===== src/rtl/fetch_addr_unit.sv =====
// PC / IR / memory-address sequencer for the multicycle CPU.
// Drives a single shared memory port for instruction fetches and one data access per EXEC.
module fetch_addr_unit #(
    parameter int unsigned          ADDR_W   = 9,
    parameter int unsigned          INS_W    = 16,
    parameter int unsigned          OFF_W    = 8,
    parameter logic [ADDR_W-1:0]    RESET_PC = '0,
    parameter int unsigned          MAX_WAIT = 15
) (
    input  logic              clk,
    input  logic              reset,
    input  logic [INS_W-1:0]  mem_rdata,
    input  logic              mem_ready,
    output logic [1:0]        mem_cmd,
    output logic [ADDR_W-1:0] mem_addr,
    input  logic              data_req,
    input  logic              data_we,
    input  logic [ADDR_W-1:0] data_addr,
    input  logic              ins_done,
    input  logic              branch_en,
    input  logic              branch_rel,
    input  logic [ADDR_W-1:0] branch_target,
    input  logic [OFF_W-1:0]  branch_off,
    input  logic              halt_req,
    output logic [ADDR_W-1:0] pc,
    output logic [INS_W-1:0]  ir,
    output logic              ins_valid,
    output logic [INS_W-1:0]  rd_data,
    output logic              rd_valid,
    output logic              halted,
    output logic              fault
);

    localparam logic [1:0] CMD_NONE  = 2'b00;
    localparam logic [1:0] CMD_READ  = 2'b01;
    localparam logic [1:0] CMD_WRITE = 2'b10;
    localparam int unsigned WC_W = (MAX_WAIT > 0) ? $clog2(MAX_WAIT + 1) : 1;

    typedef enum logic [2:0] {
        S_RST   = 3'd0,
        S_FETCH = 3'd1,
        S_EXEC  = 3'd2,
        S_DATA  = 3'd3,
        S_HALT  = 3'd4,
        S_FAULT = 3'd5
    } state_t;

    state_t            state, state_nx;
    logic [ADDR_W-1:0] da;
    logic              we_q;
    logic [WC_W-1:0]   wait_cnt;
    logic [ADDR_W-1:0] off_sext;
    logic              timeout;

    assign off_sext = ADDR_W'($signed(branch_off));

    // Timeout fires on the not-ready cycle that would push the count past MAX_WAIT.
    assign timeout = (MAX_WAIT != 0) && (wait_cnt == WC_W'(MAX_WAIT)) && !mem_ready;

    always_ff @(posedge clk or negedge reset) begin
        if (!reset) state <= S_RST;
        else        state <= state_nx;
    end

    always_comb begin
        state_nx = state;
        case (state)
            S_RST:   state_nx = S_FETCH;
            S_FETCH: begin
                if (mem_ready)    state_nx = S_EXEC;
                else if (timeout) state_nx = S_FAULT;
            end
            S_EXEC: begin
                if (halt_req)      state_nx = S_HALT;
                else if (data_req) state_nx = S_DATA;
                else if (ins_done) state_nx = S_FETCH;
            end
            S_DATA: begin
                if (mem_ready)    state_nx = S_EXEC;
                else if (timeout) state_nx = S_FAULT;
            end
            S_HALT:  state_nx = S_HALT;
            S_FAULT: state_nx = S_FAULT;
            default: state_nx = S_RST;
        endcase
    end

    always_comb begin
        mem_cmd   = CMD_NONE;
        mem_addr  = '0;
        ins_valid = 1'b0;
        halted    = 1'b0;
        fault     = 1'b0;
        case (state)
            S_FETCH: begin
                mem_cmd  = CMD_READ;
                mem_addr = pc;
            end
            S_EXEC: begin
                mem_addr  = pc;
                ins_valid = 1'b1;
            end
            S_DATA: begin
                mem_cmd  = we_q ? CMD_WRITE : CMD_READ;
                mem_addr = da;
            end
            S_HALT:  halted = 1'b1;
            S_FAULT: fault  = 1'b1;
            default: ;
        endcase
    end

    always_ff @(posedge clk or negedge reset) begin
        if (!reset) begin
            pc       <= RESET_PC;
            ir       <= '0;
            rd_data  <= '0;
            rd_valid <= 1'b0;
            da       <= '0;
            we_q     <= 1'b0;
            wait_cnt <= '0;
        end else begin
            rd_valid <= 1'b0;
            case (state)
                S_FETCH: begin
                    if (mem_ready) begin
                        ir       <= mem_rdata;
                        pc       <= pc + 1'b1;
                        wait_cnt <= '0;
                    end else begin
                        wait_cnt <= wait_cnt + 1'b1;
                    end
                end
                S_EXEC: begin
                    // halt and data access both mask the branch/next-instruction inputs
                    if (halt_req) begin
                        wait_cnt <= '0;
                    end else if (data_req) begin
                        da       <= data_addr;
                        we_q     <= data_we;
                        wait_cnt <= '0;
                    end else if (ins_done) begin
                        wait_cnt <= '0;
                        if (branch_en) pc <= branch_rel ? (pc + off_sext) : branch_target;
                    end
                end
                S_DATA: begin
                    if (mem_ready) begin
                        wait_cnt <= '0;
                        if (!we_q) begin
                            rd_data  <= mem_rdata;
                            rd_valid <= 1'b1;
                        end
                    end else begin
                        wait_cnt <= wait_cnt + 1'b1;
                    end
                end
                default: ;
            endcase
        end
    end

endmodule

===== config.mk =====
export PLATFORM = sky130hd
export DESIGN_NAME = fetch_addr_unit
export DESIGN_NICKNAME = d
export VERILOG_FILES = /design/src/rtl/fetch_addr_unit.sv
export SDC_FILE = /design/constraint.sdc
export NUM_CORES = 1
export LEC_CHECK = 0
export CAP_MARGIN = 30
export CELL_PAD_IN_SITES_DETAIL_PLACEMENT = 0
export CELL_PAD_IN_SITES_GLOBAL_PLACEMENT = 2
export CORE_MARGIN = 2
export CORE_UTILIZATION = 30
export CTS_BUF_LIST = sky130_fd_sc_hd__clkbuf_16
export DETAILED_ROUTE_END_ITERATION = 10
export PLACE_DENSITY = 0.91
export SKIP_LAST_GASP = 1
export SLEW_MARGIN = 20
export SYNTH_ARGS = -nofsm -noshare
export SYNTH_HDL_FRONTEND = slang
export SYNTH_SLANG_ARGS = --single-unit
export TNS_END_PERCENT = 1

===== constraint.sdc =====
create_clock -name clk -period 3.1 [get_ports clk]
set_input_delay 0.465 -clock clk [delete_from_list [all_inputs] [get_ports clk]]
set_output_delay 0.465 -clock clk [all_outputs]
set_load 0.05 [all_outputs]

==> results.md, run 1 <==
* Status: completed
* Filler instances at 1,065
* Mapped Area at 3340 um2
* Final setup vio count at 0
* Met1 WL at 4.26 mm
* Dominant synthesized flop cell: dfrtp_1
* Maximum VDD drop at 0.196 mV
* Final Util at 0.444
* IO Count at 107
* Final Hold Viols at 0
* Clock sinks at 59
* Synthesized flop and latch total at 59
* Core footprint at 10,800 um2
* Max_cap viols at 0
* Total CTS buffers at 9
* Slew @ Worst Pin at 0.603 ns
* RR Endpoint: pc[6]
* Wire length per cell at 14.9 um
* Area Growth Syn to Fin at 44.1%
* CP Capture Type: output pin
* Fin crit share at 0.812
* Syn nets at 405
* Final net count at 513
* Ys async rst share at 1.00
* Crit Path Category: reg2out
* Critical path startpoint: state[2]
* Number of port buffers at 106
* Routability Congestion at 0.886
* Slew Limit Fails at 0
* Initial antenna violation count at 0
* H-tree Lvls at 3
* WL met3 at 614 um
* Ys Warns at 0
* Reg2Reg Depth at 8
* HPWL Detailed at 6.63 mm
* Detailed Route Iter0 Violations at 91
* Synthesized instance count at 343
* Vias per inst at 5.01
* Place WS at 0.526 ns
* Post-synth EDFFs at 0
* Power per cell area at 372 nW/um2
* Area of the multi-input gates at 1730 um2
* Tmin final at 2.52 ns
* Chip Width at 110 um
* Data required, critical path at 2.63 ns
* Vias in the first global route at 2,837
* Cell row count at 38
* Register area at 1480 um2
* Crit path DAT at 2.05 ns
* First-pass GRT wire length at 14.0 mm
* Reg2Reg Setup Slack at 0.88 ns
* Post-synthesis sequential area ratio at 0.442
* Via count at 2,980
* Clk Latency, worst-skew pair at 0.32 ns
* GRT Overall Usage at 0.151
* Layout cell share with drive strength beyond 1 at 0.127
* Crit-path max FO at 20
* DIE HEIGHT at 110 um
* Syn Area/Cell at 9.74 um2
* Drt drc at 0
* Largest net degree at the start of global routing at 41
* Post-CTS setup buffer count at 0
* Reg-to-reg startpoint: pc[0]
* CTS max path bufs at 2
* Pwr Total at 0.00179 W
* Routed Antenna Nets at 0
* DIE AREA at 12,000 um2
* Setup TNS at 0 ns
* Root Driver: clkbuf_16
* Antenna cells at 0
* Starting density of the core at 0.308
* RSZ-0062 raised after global routing: false
* LEAKAGE at 2.18 nW
* GRT overflow at 0
* Final wirelength at 8.85 mm
* Synth unique cells at 57
* CTS tree: done
* Clock-pin slew on the worst setup and hold paths at 0.05 ns
* Clock Skew at 0.00605 ns
* Worst hold-check path type: in2async
* Rel. slew slack at 0.597
* Drt pass-1 iters at 5
* Worst Setup Start Kind: register
* Post_cts resized at 0
* Hold-fix buffer count after cts at 0
* Max layer used: met4
* FMAX at 397 MHz
* Setup WS post-layout at 0.583 ns
* Detail Route met2 WL at 3.89 mm
-- flip-flops by register name (all words and copies together) (netlist names) --
register / flops
state: 3
we_q: 1
rd_data: 16
ir: 16
pc: 9
wait_cnt: 4
rd_valid: 1
da: 9
-- cell usage in the layout (no fill, tap or decap), types with 2 or more instances in the layout --
cell type | synthesis | final
mux2i_1 | 2 | 2
o211ai_1 | 4 | 4
nor2_1 | 26 | 26
and3_1 | 3 | 3
mux2_1 | 17 | 17
mux2_4 | 9 | 9
mux2_2 | 8 | 8
nor2b_1 | 2 | 2
nor3_1 | 6 | 6
nand4bb_1 | 2 | 2
clkbuf_16 | 0 | 9
nand3_1 | 7 | 7
nand4_1 | 3 | 3
nand2b_1 | 3 | 3
a22o_1 | 2 | 2
a211oi_1 | 6 | 6
xnor2_1 | 2 | 2
and2_1 | 2 | 2
nand3b_1 | 2 | 2
o21ai_0 | 14 | 14
o31ai_1 | 3 | 3
ha_1 | 10 | 10
nor4_1 | 3 | 3
clkinvlp_4 | 0 | 2
dfrtp_1 | 59 | 59
a21oi_1 | 16 | 16
a22oi_1 | 8 | 8
o21ai_1 | 2 | 2
clkdlybuf4s50_1 | 0 | 95
inv_1 | 7 | 7
buf_4 | 2 | 18
a211o_1 | 2 | 2
o21a_1 | 2 | 2
clkinv_2 | 1 | 4
a21o_1 | 2 | 2
xor2_1 | 2 | 2
a311oi_1 | 2 | 2
nand2_1 | 67 | 67
-- worst max-delay path by stage --
| stage | slack, ns | depth (start not counted) | end |
|---|---|---|---|
| final | 0.58 | 4 | mem_cmd[0] |
| after CTS | 0.56 | 4 | mem_cmd[0] |
| after global placement | 0.54 | 9 | pc[6] |
| after floorplan | 0.73 | 5 | mem_addr[1] |
| after global routing | 0.48 | 4 | mem_cmd[0] |
| after detailed placement | 0.53 | 9 | pc[6] |
-- through the flow --
step | area (um2) | std cells | hold WS (ns)
6_report | 4810 | 595 | 0.111
5_1_grt | 4810 | 595 | 0.134
4_1_cts | 4780 | 594 | 0.311
3_5_place_dp | 4520 | 579 | 0.463
3_3_place_gp | 4520 | 579 | 0.458
2_1_floorplan | 3340 | 343 | 0.169
-- Yosys cell counts (all sizes together) (2+ instances only) --
| cell type | count | share of area |
|---|---|---|
| nand2 | 67 | 0.075 |
| dfrtp | 59 | 0.44 |
| mux2 | 34 | 0.12 |
| nor2 | 26 | 0.029 |
| o21ai | 17 | 0.027 |
| a21oi | 16 | 0.024 |
| buf | 13 | 0.024 |
| ha | 10 | 0.037 |
| a22oi | 8 | 0.018 |
| inv | 8 | 0.0090 |
| nand3 | 7 | 0.010 |
| nor3 | 7 | 0.014 |
| a211oi | 6 | 0.013 |
| clkbuf | 6 | 0.0067 |
| o211ai | 4 | 0.0090 |
| and3 | 3 | 0.0056 |
| nand2b | 3 | 0.0056 |
| nand3b | 3 | 0.010 |
| nand4 | 3 | 0.0056 |
| nor4 | 3 | 0.0056 |
| o31ai | 3 | 0.0067 |
| a211o | 2 | 0.0052 |
| a21o | 2 | 0.0045 |
| a22o | 2 | 0.0052 |
| a311oi | 2 | 0.0052 |
| and2 | 2 | 0.0037 |
| mux2i | 2 | 0.0060 |
| nand4bb | 2 | 0.0067 |
| nor2b | 2 | 0.0037 |
| o21a | 2 | 0.0045 |
| xnor2 | 2 | 0.0052 |
| xor2 | 2 | 0.0052 |
-- metal layers --
layer	global-route usage	vias up
li1	-	1445
met3	0.0373	7
met5	0	-
met2	0.235	107
met1	0.200	1421
met4	0.0642	0
-- logic make-up after synthesis --
logic type,synth area share
flip-flops,0.442
XOR/XNOR,0.0105
AND/OR/NAND/NOR,0.190
adder cells (fa/ha/maj),0.0435
buffers and inverters,0.0408
multiplexers,0.131
AO/OA/AOI/OAI,0.142
-- critical path, stage by stage, from the launching register on --
cell	delay (ns)
dfrtp_1	0.35
buf_4	0.19
nand2b_1	0.21
a21oi_1	0.14
clkdlybuf4s50_1	0.83
-- cell type report --
class,count,area share
multi-input cells,256,0.359
flip-flops and latches,59,0.307
repair buffers,116,0.237
clock buffers,9,0.0468
well taps,140,0.0364
inverters,9,0.00728
clock inverters,6,0.00702
-- where the power goes --
part	internal, W	total (W)	leakage [nW]	switching (W)
combinational	0.0000864	0.000153	1.24	0.0000667
sequential	0.000774	0.000780	0.809	0.00000557
clock	0.000527	0.000859	0.124	0.000332
Note: power is estimated with default switching activity, not from simulation.
==> inputs of run 2 (changes only) <==
--- a/config.mk
+++ b/config.mk
@@ -9,10 +9,10 @@
 export CELL_PAD_IN_SITES_DETAIL_PLACEMENT = 0
 export CELL_PAD_IN_SITES_GLOBAL_PLACEMENT = 2
 export CORE_MARGIN = 2
-export CORE_UTILIZATION = 30
+export CORE_UTILIZATION = 28
 export CTS_BUF_LIST = sky130_fd_sc_hd__clkbuf_16
 export DETAILED_ROUTE_END_ITERATION = 10
-export PLACE_DENSITY = 0.91
+export PLACE_DENSITY = 0.86
 export SKIP_LAST_GASP = 1
 export SLEW_MARGIN = 20
 export SYNTH_ARGS = -nofsm -noshare
==> constraint.sdc (replaced) <==
create_clock -name clk -period 2.4 [get_ports clk]
set_input_delay 0.36 -clock clk [delete_from_list [all_inputs] [get_ports clk]]
set_output_delay 0.36 -clock clk [all_outputs]
set_load 0.05 [all_outputs]
==> results.md, run 2 (same netlist as run 1, synthesis figures left out) <==
* Status: complete, but fails checks
* Failing checks: design-rule violations
* GRT overflow at 0
* Crit-path max FO at 12
* HPWL Detailed at 7.24 mm
* Slew Limit Fails at 0
* Filler instances at 1,131
* FMAX at 446 MHz
* Clock Skew at 0.00709 ns
* Fin cells at 611
* Antenna cells at 0
* Cell row count at 39
* CTS max path bufs at 2
* H-tree Lvls at 3
* Via count at 3,003
* DIE AREA at 12,800 um2
* Wire length per cell at 15.8 um
* Routability Congestion at 0.816
* Clk Latency, worst-skew pair at 0.33 ns
* Vias in the first global route at 2,979
* Initial antenna violation count at 0
* Number of port buffers at 106
* Max_cap viols at 0
* CTS tree: done
* Detailed Route Iter0 Violations at 238
* Tmin final at 2.24 ns
* Clock sinks at 59
* Starting density of the core at 0.290
* Vias per inst at 4.91
* Post-CTS setup buffer count at 0
* Maximum VDD drop at 0.268 mV
* Most frequent cells in the layout: 91 x clkdlybuf4s50_1, 67 x nand2_1, 58 x dfrtp_1
* First-pass GRT wire length at 15.4 mm
* DP Cell Count at 595
* Commonest non-fill, non-tap cell in the layout: clkdlybuf4s50_1
* CP max-delay cell: or3b_1
* Root Driver: clkbuf_16
* Final Cell Area at 5070 um2
* CP Capture Type: output pin
* Final Hold Viols at 0
* Largest registers: ir (16), rd_data (16)
* Slew @ Worst Pin at 0.534 ns
* Final wirelength at 9.66 mm
* Worst hold-check path type: in2async
* Final net count at 526
* Drt pass-1 iters at 8
* Chip Width at 113 um
* Clock-pin slew on the worst setup and hold paths at 0.06 ns
* LEAKAGE at 2.30 nW
* Slowest Stage Delay on Critical Path at 0.54 ns
* Rel. slew slack at 0.643
* IO Count at 107
* RSZ-0062 raised after global routing: false
* Area Growth Syn to Fin at 51.9%
* Layout cell share with drive strength beyond 1 at 0.158
* Fin crit share at 0.935
* DIE HEIGHT at 113 um
* Crit Path Category: reg2out
* Final setup vio count at 0
* Crit path DAT at 1.88 ns
* DP Area at 4750 um2
* Routed Antenna Nets at 0
* Power per cell area at 503 nW/um2
* GRT Overall Usage at 0.153
* Worst Setup Start Kind: register
* Cell Chain, Critical Path: or3b_1 -> clkinv_2 -> buf_4 -> buf_12
* Largest net degree at the start of global routing at 56
* Reg2Reg Setup Slack at 0.22 ns
* Data required, critical path at 2.04 ns
* Drt drc at 12
* Total CTS buffers at 9
* Core footprint at 11,500 um2
## run 2: cell count changes in the layout (fill, tap and decap cells not counted), moves of 2 or more
cell	before	now
buf_12	1	12
buf_4	18	24
bufinv_16	0	2
clkdlybuf4s50_1	95	91
clkinv_2	4	2
clkinvlp_4	2	0
## run 2: routing by layer
metal / part of all wire / track usage / wire length (um) / vias to the layer above
met1: 0.47 / 0.213 / 4560 / 1425
met2: 0.44 / 0.229 / 4290 / 93
met5: 0 / 0 / 0 / -
li1: - / - / - / 1474
met4: 0.013 / 0.0407 / 125 / 0
met3: 0.070 / 0.0493 / 679 / 11
## run 2: stage by stage
stage	TNS [ns]	total power, W	worst slack [ns]	hold WS [ns]	util
after floorplan	0	0.00109	0.0909	0.0644	-
after global placement	-0.0437	0.00123	-0.0246	0.187	0.413
after detailed placement	-0.154	0.00122	-0.0756	0.190	0.413
after CTS	0	0.00258	0.0212	0.376	0.440
after global routing	0	0.00264	0.0218	0.396	0.440
final	0	0.00255	0.156	0.385	0.440
## run 2: final timing paths
kind | start | end | cells past startpoint
worst min-delay path | reset | ir[0] | 2
min in group clk | ir[9] | ir[9] | 2
worst max register to register | state[1] | pc[7] | 6
worst min register to register | ir[9] | ir[9] | 2
max in group asynchronous | reset | state[1] | 3
worst max-delay path | state[1] | ins_valid | 4
## run 2: worst max-delay path, delay by kind of cell, from the launching register on
family | cells | cell delay, ns
and+or+nand+nor | 1 | 0.54
buffers and inverters | 3 | 0.52
DFF | 1 | 0.49
## run 2: timing repair
item	in CTS	in global routing
hold buffers	1	0
hold endpoints to repair	4	0
endpoints found under the setup margin	0	8
gates resized for setup	0	1
## run 2: cell type report
type | instances | area [um2] | share of cell area
clock buffer | 9 | 225 | 0.0444
clock inverter | 6 | 81.3 | 0.0160
inverter | 9 | 35.0 | 0.00691
multi-input combinational | 256 | 1730 | 0.340
sequential | 59 | 1480 | 0.291
tap | 143 | 179 | 0.0353
timing repair buffer | 129 | 1350 | 0.265
## run 2: power by group
| part | switching, W | leakage [nW] | internal, W |
|---|---|---|---|
| combinational | 0.0000873 | 1.34 | 0.000114 |
| sequential | 0.00000596 | 0.807 | 0.00100 |
| clock | 0.000448 | 0.150 | 0.000894 |
| total | 0.000542 | 2.30 | 0.00201 |
